**src/rtl/fetch_pc_unit.sv**
```systemverilog
`timescale 1ns/1ps
// fetch_pc_unit
// Instruction-fetch / program-counter stage of the single-cycle WISC-16 CPU.
// The unit alternates between fetching one 16-bit word over a req/rdy
// handshake and presenting that word to the decoder for a single EXEC cycle.
// During EXEC it consumes the decoder's Branch/Halt outputs to choose the
// next PC, or parks the machine in HALTED until the next reset.
module fetch_pc_unit #(
   parameter logic [15:0] RESET_PC = 16'h0000
) (
   input  logic        clk,
   input  logic        rst_n,
   output logic        imem_req,
   output logic [15:0] imem_addr,
   input  logic        imem_rdy,
   input  logic [15:0] imem_data,
   output logic [15:0] instr,
   output logic        instr_valid,
   input  logic [1:0]  branch,
   input  logic        halt_dec,
   input  logic [2:0]  flags,
   input  logic [15:0] br_reg,
   output logic [15:0] pc,
   output logic [15:0] pc_plus2,
   output logic        hlt
);

   // FETCH waits on memory, EXEC lasts exactly one cycle, HALTED is sticky.
   typedef enum logic [1:0] {
      FETCH  = 2'd0,
      EXEC   = 2'd1,
      HALTED = 2'd2
   } fetchState_t;

   // Decoder Branch encodings; 01 is reserved and behaves as "no branch".
   localparam logic [1:0] BRANCH_B  = 2'b11;
   localparam logic [1:0] BRANCH_BR = 2'b10;

   // Condition codes carried in instr[11:9].
   localparam logic [2:0] CC_NE = 3'b000;
   localparam logic [2:0] CC_EQ = 3'b001;
   localparam logic [2:0] CC_GT = 3'b010;
   localparam logic [2:0] CC_LT = 3'b011;
   localparam logic [2:0] CC_GE = 3'b100;
   localparam logic [2:0] CC_LE = 3'b101;
   localparam logic [2:0] CC_OV = 3'b110;

   fetchState_t r_state;
   fetchState_t w_nextState;

   logic [15:0] r_pc;
   logic [15:0] r_instr;
   logic        r_hlt;

   logic        w_flagZ;
   logic        w_flagV;
   logic        w_flagN;
   logic        w_condTrue;
   logic [15:0] w_pcPlus2;
   logic [15:0] w_branchOffset;
   logic [15:0] w_branchTarget;
   logic [15:0] w_regTarget;
   logic [15:0] w_nextPc;
   logic        w_instrLoad;
   logic        w_execAdvance;
   logic        w_execHalt;

   // Flags arrive packed as {Z,V,N}; name them once so the condition table reads cleanly.
   assign w_flagZ = flags[2];
   assign w_flagV = flags[1];
   assign w_flagN = flags[0];

   // All PC arithmetic is 16-bit and simply wraps, so 16'hFFFE + 2 lands on 16'h0000.
   assign w_pcPlus2 = r_pc + 16'd2;

   // Branch displacement is the 9-bit signed immediate counted in half-words,
   // i.e. sign-extended and shifted left by one to form a byte offset.
   assign w_branchOffset = {{6{r_instr[8]}}, r_instr[8:0], 1'b0};
   assign w_branchTarget = w_pcPlus2 + w_branchOffset;

   // Register-indirect targets are forced even so the PC can never go odd.
   assign w_regTarget = br_reg & 16'hFFFE;

   // Handshake qualifiers shared by the state register and the datapath.
   assign w_instrLoad   = (r_state == FETCH) && imem_rdy;
   assign w_execHalt    = (r_state == EXEC) && halt_dec;
   assign w_execAdvance = (r_state == EXEC) && !halt_dec;

   // State register: reset always wins, even over a same-cycle imem_rdy.
   always_ff @(posedge clk) begin
      if (!rst_n) begin
         r_state <= FETCH;
      end else begin
         r_state <= w_nextState;
      end
   end

   // Next-state logic: wait for rdy in FETCH, leave EXEC after one cycle, stay halted.
   always_comb begin
      w_nextState = r_state;
      case (r_state)
         FETCH: begin
            if (imem_rdy) begin
               w_nextState = EXEC;
            end
         end
         EXEC: begin
            if (halt_dec) begin
               w_nextState = HALTED;
            end else begin
               w_nextState = FETCH;
            end
         end
         HALTED: begin
            w_nextState = HALTED;
         end
         default: begin
            w_nextState = FETCH;
         end
      endcase
   end

   // Output decode: request only while fetching, flag the instruction only in EXEC.
   always_comb begin
      imem_req    = 1'b0;
      instr_valid = 1'b0;
      case (r_state)
         FETCH: begin
            imem_req = 1'b1;
         end
         EXEC: begin
            instr_valid = 1'b1;
         end
         default: begin
            imem_req    = 1'b0;
            instr_valid = 1'b0;
         end
      endcase
   end

   // Condition evaluation on {Z,V,N} for the ccc field of the current instruction.
   always_comb begin
      w_condTrue = 1'b0;
      case (r_instr[11:9])
         CC_NE:   w_condTrue = !w_flagZ;
         CC_EQ:   w_condTrue = w_flagZ;
         CC_GT:   w_condTrue = !w_flagZ && !w_flagN;
         CC_LT:   w_condTrue = w_flagN;
         CC_GE:   w_condTrue = w_flagZ || (!w_flagZ && !w_flagN);
         CC_LE:   w_condTrue = w_flagN || w_flagZ;
         CC_OV:   w_condTrue = w_flagV;
         default: w_condTrue = 1'b1;
      endcase
   end

   // Next-PC select: taken B or BR redirects, everything else falls through to pc+2.
   always_comb begin
      w_nextPc = w_pcPlus2;
      if ((branch == BRANCH_B) && w_condTrue) begin
         w_nextPc = w_branchTarget;
      end else if ((branch == BRANCH_BR) && w_condTrue) begin
         w_nextPc = w_regTarget;
      end
   end

   // PC register: only moves at the end of a non-halting EXEC cycle.
   always_ff @(posedge clk) begin
      if (!rst_n) begin
         r_pc <= RESET_PC;
      end else if (w_execAdvance) begin
         r_pc <= w_nextPc;
      end
   end

   // Instruction register: captures the memory word on the rdy edge and otherwise holds.
   always_ff @(posedge clk) begin
      if (!rst_n) begin
         r_instr <= 16'h0000;
      end else if (w_instrLoad) begin
         r_instr <= imem_data;
      end
   end

   // Halt flag: set when the decoder reports Halt in EXEC, cleared only by reset.
   always_ff @(posedge clk) begin
      if (!rst_n) begin
         r_hlt <= 1'b0;
      end else if (w_execHalt) begin
         r_hlt <= 1'b1;
      end
   end

   assign imem_addr = r_pc;
   assign pc        = r_pc;
   assign pc_plus2  = w_pcPlus2;
   assign instr     = r_instr;
   assign hlt       = r_hlt;

endmodule

```
**config.mk**
```make
export PLATFORM = sky130hd
export DESIGN_NAME = fetch_pc_unit
export DESIGN_NICKNAME = d
export VERILOG_FILES = /design/src/rtl/fetch_pc_unit.sv
export SDC_FILE = /design/constraint.sdc
export NUM_CORES = 1
export LEC_CHECK = 0
export BUFFER_PORTS_ARGS = -buffer_cell sky130_fd_sc_hd__buf_2
export CAP_MARGIN = 20
export CELL_PAD_IN_SITES_DETAIL_PLACEMENT = 1
export CELL_PAD_IN_SITES_GLOBAL_PLACEMENT = 1
export CORE_ASPECT_RATIO = 1.5
export CORE_MARGIN = 3
export CORE_UTILIZATION = 35
export CTS_CLUSTER_SIZE = 40
export DETAILED_ROUTE_END_ITERATION = 10
export PLACE_DENSITY_LB_ADDON = 0.1
export SYNTH_ARGS = -nofsm -noshare
export SYNTH_HDL_FRONTEND = slang
export SYNTH_SLANG_ARGS = --single-unit
export TNS_END_PERCENT = 1
```
**constraint.sdc**
```tcl
create_clock -name clk -period 3.1 [get_ports clk]
set_clock_uncertainty 0.2 [all_clocks]
set_input_delay 0.62 -clock clk [delete_from_list [all_inputs] [get_ports clk]]
set_output_delay 0.62 -clock clk [all_outputs]
set_load 0.05 [all_outputs]
```
---- After elaboration in Yosys (flattened, before gate mapping) ----
Cells that the tools add are included.
cells by class
  reductions and logical operators ........ 13
  $mul .................................... 0
  shifts and indexed selects .............. 0
  equality and inequality tests ........... 11
  muxes and demuxes ....................... 8
  $lt $le $gt $ge ......................... 0
  bitwise operators ....................... 0
  divide/modulo/power cells ............... 0
  add/subtract/negate cells ............... 2
operators with widths
  operator                                                                number
  16-bit 2-to-1 mux                                                       2
  16-bit adder                                                            1
  16-bit by 2-bit adder with 16-bit output (second input constant)        1
  3-bit equality test (second input constant)                             3
  1-bit one-hot mux with 7 select lines                                   1
  2-bit equality test (second input constant)                             3
  3-bit by 2-bit equality test with 1-bit output (second input constant)  2
  1-bit logical AND                                                       6
  2-bit one-hot mux with 3 select lines                                   1
  2-bit 2-to-1 mux                                                        2
  3-bit by 1-bit equality test with 1-bit output (second input constant)  1
  1-bit logical NOT                                                       3
  3-bit logical NOT                                                       1
  2-bit by 1-bit equality test with 1-bit output (second input constant)  1
  2-bit logical NOT                                                       1
  1-bit logical OR                                                        2
  1-bit 2-to-1 mux                                                        2
  2-bit != test (second input constant)                                   1
word-level totals
  bits of input ports ..................... 41
  word-level logic and storage cells ...... 38
  bits in read-only memories .............. 0
  memories kept ........................... 0
  memory bits (writable) .................. 0
  bits in registers ....................... 35
  latch bits .............................. 0
  output and inout bits ................... 67

---- Depth between registers and ports, before layout ----
  depth after elaboration ................. 7
  depth in mapped cells ................... 14
  depth with buffers taken out ............ 14

---- Worst setup path after synthesis ----
No wires, ideal clock.
  kind .................................... reg-to-reg
  start ................................... reg r_pc[1], in the netlist imem_addr[1]
  end ..................................... reg r_pc[10], in the netlist imem_addr[10]
  slack ................................... -0.963 ns
  data arrival time ....................... 3.792 ns
  clock period less this slack ............ 4.063 ns
  cell stages (with the launch flop) ...... 14
  path buffers ............................ 1
  setup time .............................. 0.071 ns
  data required time ...................... 2.829 ns
  path through ............................ dfxtp_1 ha_1 nand2_1 or2_1 buf_6 xnor2_1 ha_1 a21o_1 a211oi_1 nor2_1 a21oi_1 xor2_1 a211o_1 a21oi_1
between the ends
  word-level cells in the longest chain between the ends .. 3
  elaborated cells between the ends (all ways) .. 4
  those cells by class .................... add/sub: 2; mux: 2
ends and longest elaborated chain
  item                                      RTL line  source
  start, declared                           51        logic [15:0] r_pc;
  start signal, assigned                    171       r_pc <= w_nextPc;
  16-bit by 2-bit adder with 16-bit output  74        assign w_pcPlus2 = r_pc + 16'd2;
  net pc_plus2[7]                           24        output logic [15:0] pc_plus2,
  16-bit adder                              79        assign w_branchTarget = w_pcPlus2 + w_branchOffset;
  16-bit 2-to-1 mux                         159       if ((branch == BRANCH_B) && w_condTrue) begin
The timed path passes the listed nets, and every way through them passes these cells.
A chain may end at the register's enable or synchronous reset.

---- Worst setup path after layout ----
  start ................................... reg r_pc[1], in the netlist imem_addr[1]
  end ..................................... reg r_pc[12], in the netlist imem_addr[12]
between the ends
  word-level cells in the longest chain between the ends .. 3
  elaborated cells between the ends (all ways) .. 4
  those cells by class .................... add/sub: 2; mux: 2
ends and longest elaborated chain
  item                                               RTL line
  16-bit by 2-bit adder with 16-bit output *         74
  16-bit adder or 16-bit 2-to-1 mux (tied branches)  79, 161
  16-bit 2-to-1 mux *                                159
Mark *: on every way between the ends. The rest lies on a longest branch, timed or not.

==> flow_summary.html <==
<table>
<tr><th>Metric</th><th>Value</th></tr>
<tr><th colspan="2">Outcome</th></tr>
<tr><td>Result of the run</td><td>finished, final reports clean</td></tr>
<tr><th colspan="2">Global routing</th></tr>
<tr><td>Number of global-route vias before repair</td><td>around 3100</td></tr>
<tr><td>Largest net degree at the start of global routing</td><td>34</td></tr>
<tr><td>Antenna violations before repair</td><td>0</td></tr>
<tr><td>All-layer global routing usage</td><td>between 20 and 25%</td></tr>
<tr><td>Total global routing overflow</td><td>0</td></tr>
<tr><td>Wire length of the first global-routing pass</td><td>roughly 15000 um</td></tr>
<tr><th colspan="2">Timing</th></tr>
<tr><td>Time the final worst path needs with I/O delays and setup</td><td>around 3000 ps</td></tr>
<tr><td>Final hold violation count</td><td>0</td></tr>
<tr><td>Worst setup margin</td><td>approximately 150 ps</td></tr>
<tr><td>Fin. max-slew vios</td><td>0</td></tr>
<tr><td>Part of the cycle the worst path needs</td><td>between 90% and 100%</td></tr>
<tr><td>Slew at the pin closest to its max-slew limit</td><td>around 700 ps</td></tr>
<tr><td>RSZ-0062 raised after global routing</td><td>yes</td></tr>
<tr><td>Relative slew slack</td><td>a little over half</td></tr>
<tr><td>Final setup viols</td><td>0</td></tr>
<tr><td>Worst Hold Slack</td><td>about 270 ps</td></tr>
<tr><td>Setup TNS</td><td>0 ps</td></tr>
<tr><td>F_max</td><td>0.339 GHz</td></tr>
<tr><th colspan="2">Critical path</th></tr>
<tr><td>Capturing point of the worst reg2reg path</td><td>imem_addr[12]</td></tr>
<tr><td>CP cell instances</td><td>ha_4, buf_4, nand3_2, xnor2_4, ha_1, o21a_1, o21a_1, a21oi_2, o221ai_1, xnor2_1, a221oi_2, buf_4, a21oi_1</td></tr>
<tr><td>Critical path class</td><td>register to register</td></tr>
<tr><td>CP max FO</td><td>3</td></tr>
<tr><td>Worst Setup Start Kind</td><td>register</td></tr>
<tr><td>FF-to-FF setup slack</td><td>approximately 150 ps</td></tr>
<tr><td>Required arrival time at the worst endpoint</td><td>around 3000 ps</td></tr>
<tr><td>CP arrival</td><td>2910 ps</td></tr>
<tr><td>Endpoint kind of the worst setup timing path</td><td>register</td></tr>
<tr><td>Reg2Reg Launch Point</td><td>imem_addr[1]</td></tr>
<tr><td>CP peak stage delay</td><td>~360 ps</td></tr>
<tr><td>R2r worst-path depth</td><td>13</td></tr>
<tr><td>Critical path's slowest cell</td><td>sky130_fd_sc_hd__dfxtp_4</td></tr>
<tr><th colspan="2">Logic synthesis</th></tr>
<tr><td>Sequential fraction of the synthesis area</td><td>24.7%</td></tr>
<tr><td>Warnings from Yosys</td><td>0</td></tr>
<tr><td>Synth top cells by count</td><td>57 x sky130_fd_sc_hd__nand2_1, 34 x sky130_fd_sc_hd__dfxtp_1, 23 x sky130_fd_sc_hd__nor2_1</td></tr>
<tr><td>Largest cells by area after synthesis</td><td>sky130_fd_sc_hd__dfxtp_1 25%, sky130_fd_sc_hd__ha_1 8.2%, sky130_fd_sc_hd__nand2_1 7.8%, sky130_fd_sc_hd__buf_4 4.9%, sky130_fd_sc_hd__a21boi_0 4.6%</td></tr>
<tr><td>Async set or reset register ratio after synthesis</td><td>0%</td></tr>
<tr><td>Post-Synthesis Cell Area</td><td>~0.0028 mm2</td></tr>
<tr><td>Ys flop type</td><td>sky130_fd_sc_hd__dfxtp_1</td></tr>
<tr><td>Synth unique cells</td><td>55</td></tr>
<tr><td>Most frequent cell after synthesis</td><td>sky130_fd_sc_hd__nand2_1</td></tr>
<tr><td>Top cell type's share of synthesized area</td><td>24.7%</td></tr>
<tr><td>Yosys top cell by area</td><td>sky130_fd_sc_hd__dfxtp_1</td></tr>
<tr><td>Post-synth EDFFs</td><td>0</td></tr>
<tr><td>Post-synthesis instance total</td><td>358</td></tr>
<tr><td>Syn avg cell area</td><td>7.69 um2</td></tr>
<tr><td>Register bit count reported by yosys</td><td>34</td></tr>
<tr><th colspan="2">Route</th></tr>
<tr><td>Number of vias after detailed routing</td><td>2984</td></tr>
<tr><td>Final routed DRC violation total</td><td>0</td></tr>
<tr><td>First-pass DRT Iterations</td><td>4</td></tr>
<tr><td>DRT iter0 DRCs</td><td>57</td></tr>
<tr><td>Detailed-route wire length per cell</td><td>16.6 um</td></tr>
<tr><td>Total routed wirelength</td><td>between 9000 and 10000 um</td></tr>
<tr><td>Number of nets still failing antenna checks after routing</td><td>0</td></tr>
<tr><td>Post-DR vias/cell</td><td>around 5.2</td></tr>
<tr><th colspan="2">Placed design</th></tr>
<tr><td>Placement Setup Slack</td><td>-35.4 ps</td></tr>
<tr><td>Detailed-placement wirelength estimate</td><td>around 7700 um</td></tr>
<tr><td>Port Buf Inserts</td><td>about 100</td></tr>
<tr><td>Routability congestion estimate</td><td>between 0.9 and 1</td></tr>
<tr><td>Placed insts</td><td>564</td></tr>
<tr><td>Area post-placement</td><td>0.00370 mm2</td></tr>
<tr><th colspan="2">Clock tree</th></tr>
<tr><td>Cell at the root of the clock tree</td><td>sky130_fd_sc_hd__clkbuf_16</td></tr>
<tr><td>Max Root-Sink Buffers</td><td>2</td></tr>
<tr><td>Clock sink total</td><td>34</td></tr>
<tr><td>Clock transition at the registers of the reported paths</td><td>60 ps</td></tr>
<tr><td>Maximum level of the CTS H-tree</td><td>2</td></tr>
<tr><td>Clock latency of the later-clocked register in the worst-skew pair</td><td>roughly 280 ps</td></tr>
<tr><td>CTS Buf Count</td><td>5</td></tr>
<tr><td>Clock tree from TritonCTS</td><td>built</td></tr>
<tr><th colspan="2">Pwr</th></tr>
<tr><td>Leakage power of the design</td><td>about 1.8 nW</td></tr>
<tr><td>Peak supply drop</td><td>0.000292 V</td></tr>
<tr><td>Sum of internal, switching and leakage power</td><td>approximately 1.4 mW</td></tr>
<tr><td>PwrDens</td><td>around 360 mW/mm2</td></tr>
<tr><th colspan="2">Min path</th></tr>
<tr><td>Type of the worst min-delay path</td><td>register to register</td></tr>
<tr><td>Hold depth</td><td>2</td></tr>
<tr><td>Worst min-delay path startpoint</td><td>instr[15]</td></tr>
<tr><td>Hold EP</td><td>instr[15]</td></tr>
<tr><th colspan="2">Cells and area</th></tr>
<tr><td>Final cell utilization of the core</td><td>51.4%</td></tr>
<tr><td>Final std cells w/o fill</td><td>573</td></tr>
<tr><td>Finished Cell Area</td><td>0.00391 mm2</td></tr>
<tr><td>Relative area change from synthesis to final layout</td><td>42.2%</td></tr>
<tr><td>Ratio of cells with drive above 1 in the final layout</td><td>roughly two fifths</td></tr>
<tr><td>Antenna cell count</td><td>0</td></tr>
<tr><td>Nets@finish</td><td>530</td></tr>
<tr><th colspan="2">Floorplanning</th></tr>
<tr><td>Die W</td><td>78.4 um</td></tr>
<tr><td>Boundary pin count</td><td>108</td></tr>
<tr><td>Floorplan die height</td><td>around 110 um</td></tr>
<tr><td>Area of the core</td><td>roughly 0.0076 mm2</td></tr>
<tr><td>Die area</td><td>between 0.008 and 0.009 mm2</td></tr>
<tr><td>Number of rows created at floorplan</td><td>39</td></tr>
<tr><td>Initial Utilization</td><td>around 36%</td></tr>
<tr><th colspan="2">Flow run</th></tr>
<tr><td>Max-cap violations</td><td>0</td></tr>
</table>
-- cell type report --
class	instances	area (um2)
Fill cell	995	3700
Inverter	12	45.0
Timing Repair Buffer	138	791
Tap cell	102	128
Sequential cell	34	703
Multi-Input combinational cell	279	2110
Clock inverter	1	7.51
Clock buffer	7	133
-- cell usage in the layout, fill, tap and decap left out, types with 4 or more instances in the layout --
cell	netlist	routed
sky130_fd_sc_hd__o21a_1	8	8
sky130_fd_sc_hd__nor2b_1	11	11
sky130_fd_sc_hd__xnor2_4	0	5
sky130_fd_sc_hd__ha_4	0	5
sky130_fd_sc_hd__buf_2	2	103
sky130_fd_sc_hd__inv_1	12	10
sky130_fd_sc_hd__nand4_1	4	4
sky130_fd_sc_hd__dfxtp_1	34	26
sky130_fd_sc_hd__dfxtp_4	0	5
sky130_fd_sc_hd__a21oi_2	0	5
sky130_fd_sc_hd__nand2_1	57	57
sky130_fd_sc_hd__clkbuf_16	0	5
sky130_fd_sc_hd__mux2i_1	5	5
sky130_fd_sc_hd__o21ai_0	19	17
sky130_fd_sc_hd__xor2_1	9	4
sky130_fd_sc_hd__xnor2_1	14	8
sky130_fd_sc_hd__a21boi_0	17	17
sky130_fd_sc_hd__a21oi_1	20	15
sky130_fd_sc_hd__buf_4	18	34
sky130_fd_sc_hd__nor2_1	23	20
sky130_fd_sc_hd__a211oi_1	8	8
sky130_fd_sc_hd__nor3_1	8	6
sky130_fd_sc_hd__a31oi_1	5	5
sky130_fd_sc_hd__ha_1	18	13
sky130_fd_sc_hd__nand3_1	6	4
-- flip-flops by register name, summed over array words and instances, names as in the netlist --
name and flops:
instr 16, imem_addr 15, r_state 2, hlt 1
-- routing by layer --
metal	track usage, %	wire (um)
met5	0	0
met4	9.57	318
met3	3.78	390
met2	42.4	5320
met1	21.3	3510
-- critical path, delay by kind of cell (launching register included) --
kind	cells	cell delay [ps]
compound gates	6	1030
xor+xnor	2	380
fa+ha+maj	2	450
buf+inv	2	250
flops	1	360
simple gates	1	150
-- worst max path at each step --
stage,from,endpoint,slack (ps),cells after the start
finish,imem_addr[1],imem_addr[12],150,13
global route,imem_addr[1],imem_addr[15],-50,14
CTS,imem_addr[1],imem_addr[12],7,13
detailed placement,imem_addr[1],imem_addr[15],-40,15
global placement,imem_addr[1],imem_addr[11],70,15
floorplan,imem_addr[5],imem_addr[11],-20,13
-- where the power goes --
group          internal, mW  switching (mW)  leakage (nW)
combinational         0.144           0.299          1.48
clock                 0.299           0.196        0.0641
sequential            0.457          0.0252         0.283
-- logic make-up after synthesis --
logic type,Yosys count,share of synthesized area [%]
AO/OA/AOI/OAI,101,24.7
buffers and inverters,47,9.23
XOR/XNOR,23,7.32
AND/OR/NAND/NOR,127,22.7
other,1,0.136
flip-flops,34,24.7
adder cells (fa/ha/maj),19,8.91
multiplexers,6,2.23
-- what timing repair did --
action,in CTS,in global routing
resized for setup,1,14
hold endpoints to repair,0,0
setup buffers,0,1
pin swaps,0,5
hold buffers,0,0
setup endpoints to repair,4,8
Power figures use the tool's default switching activity.
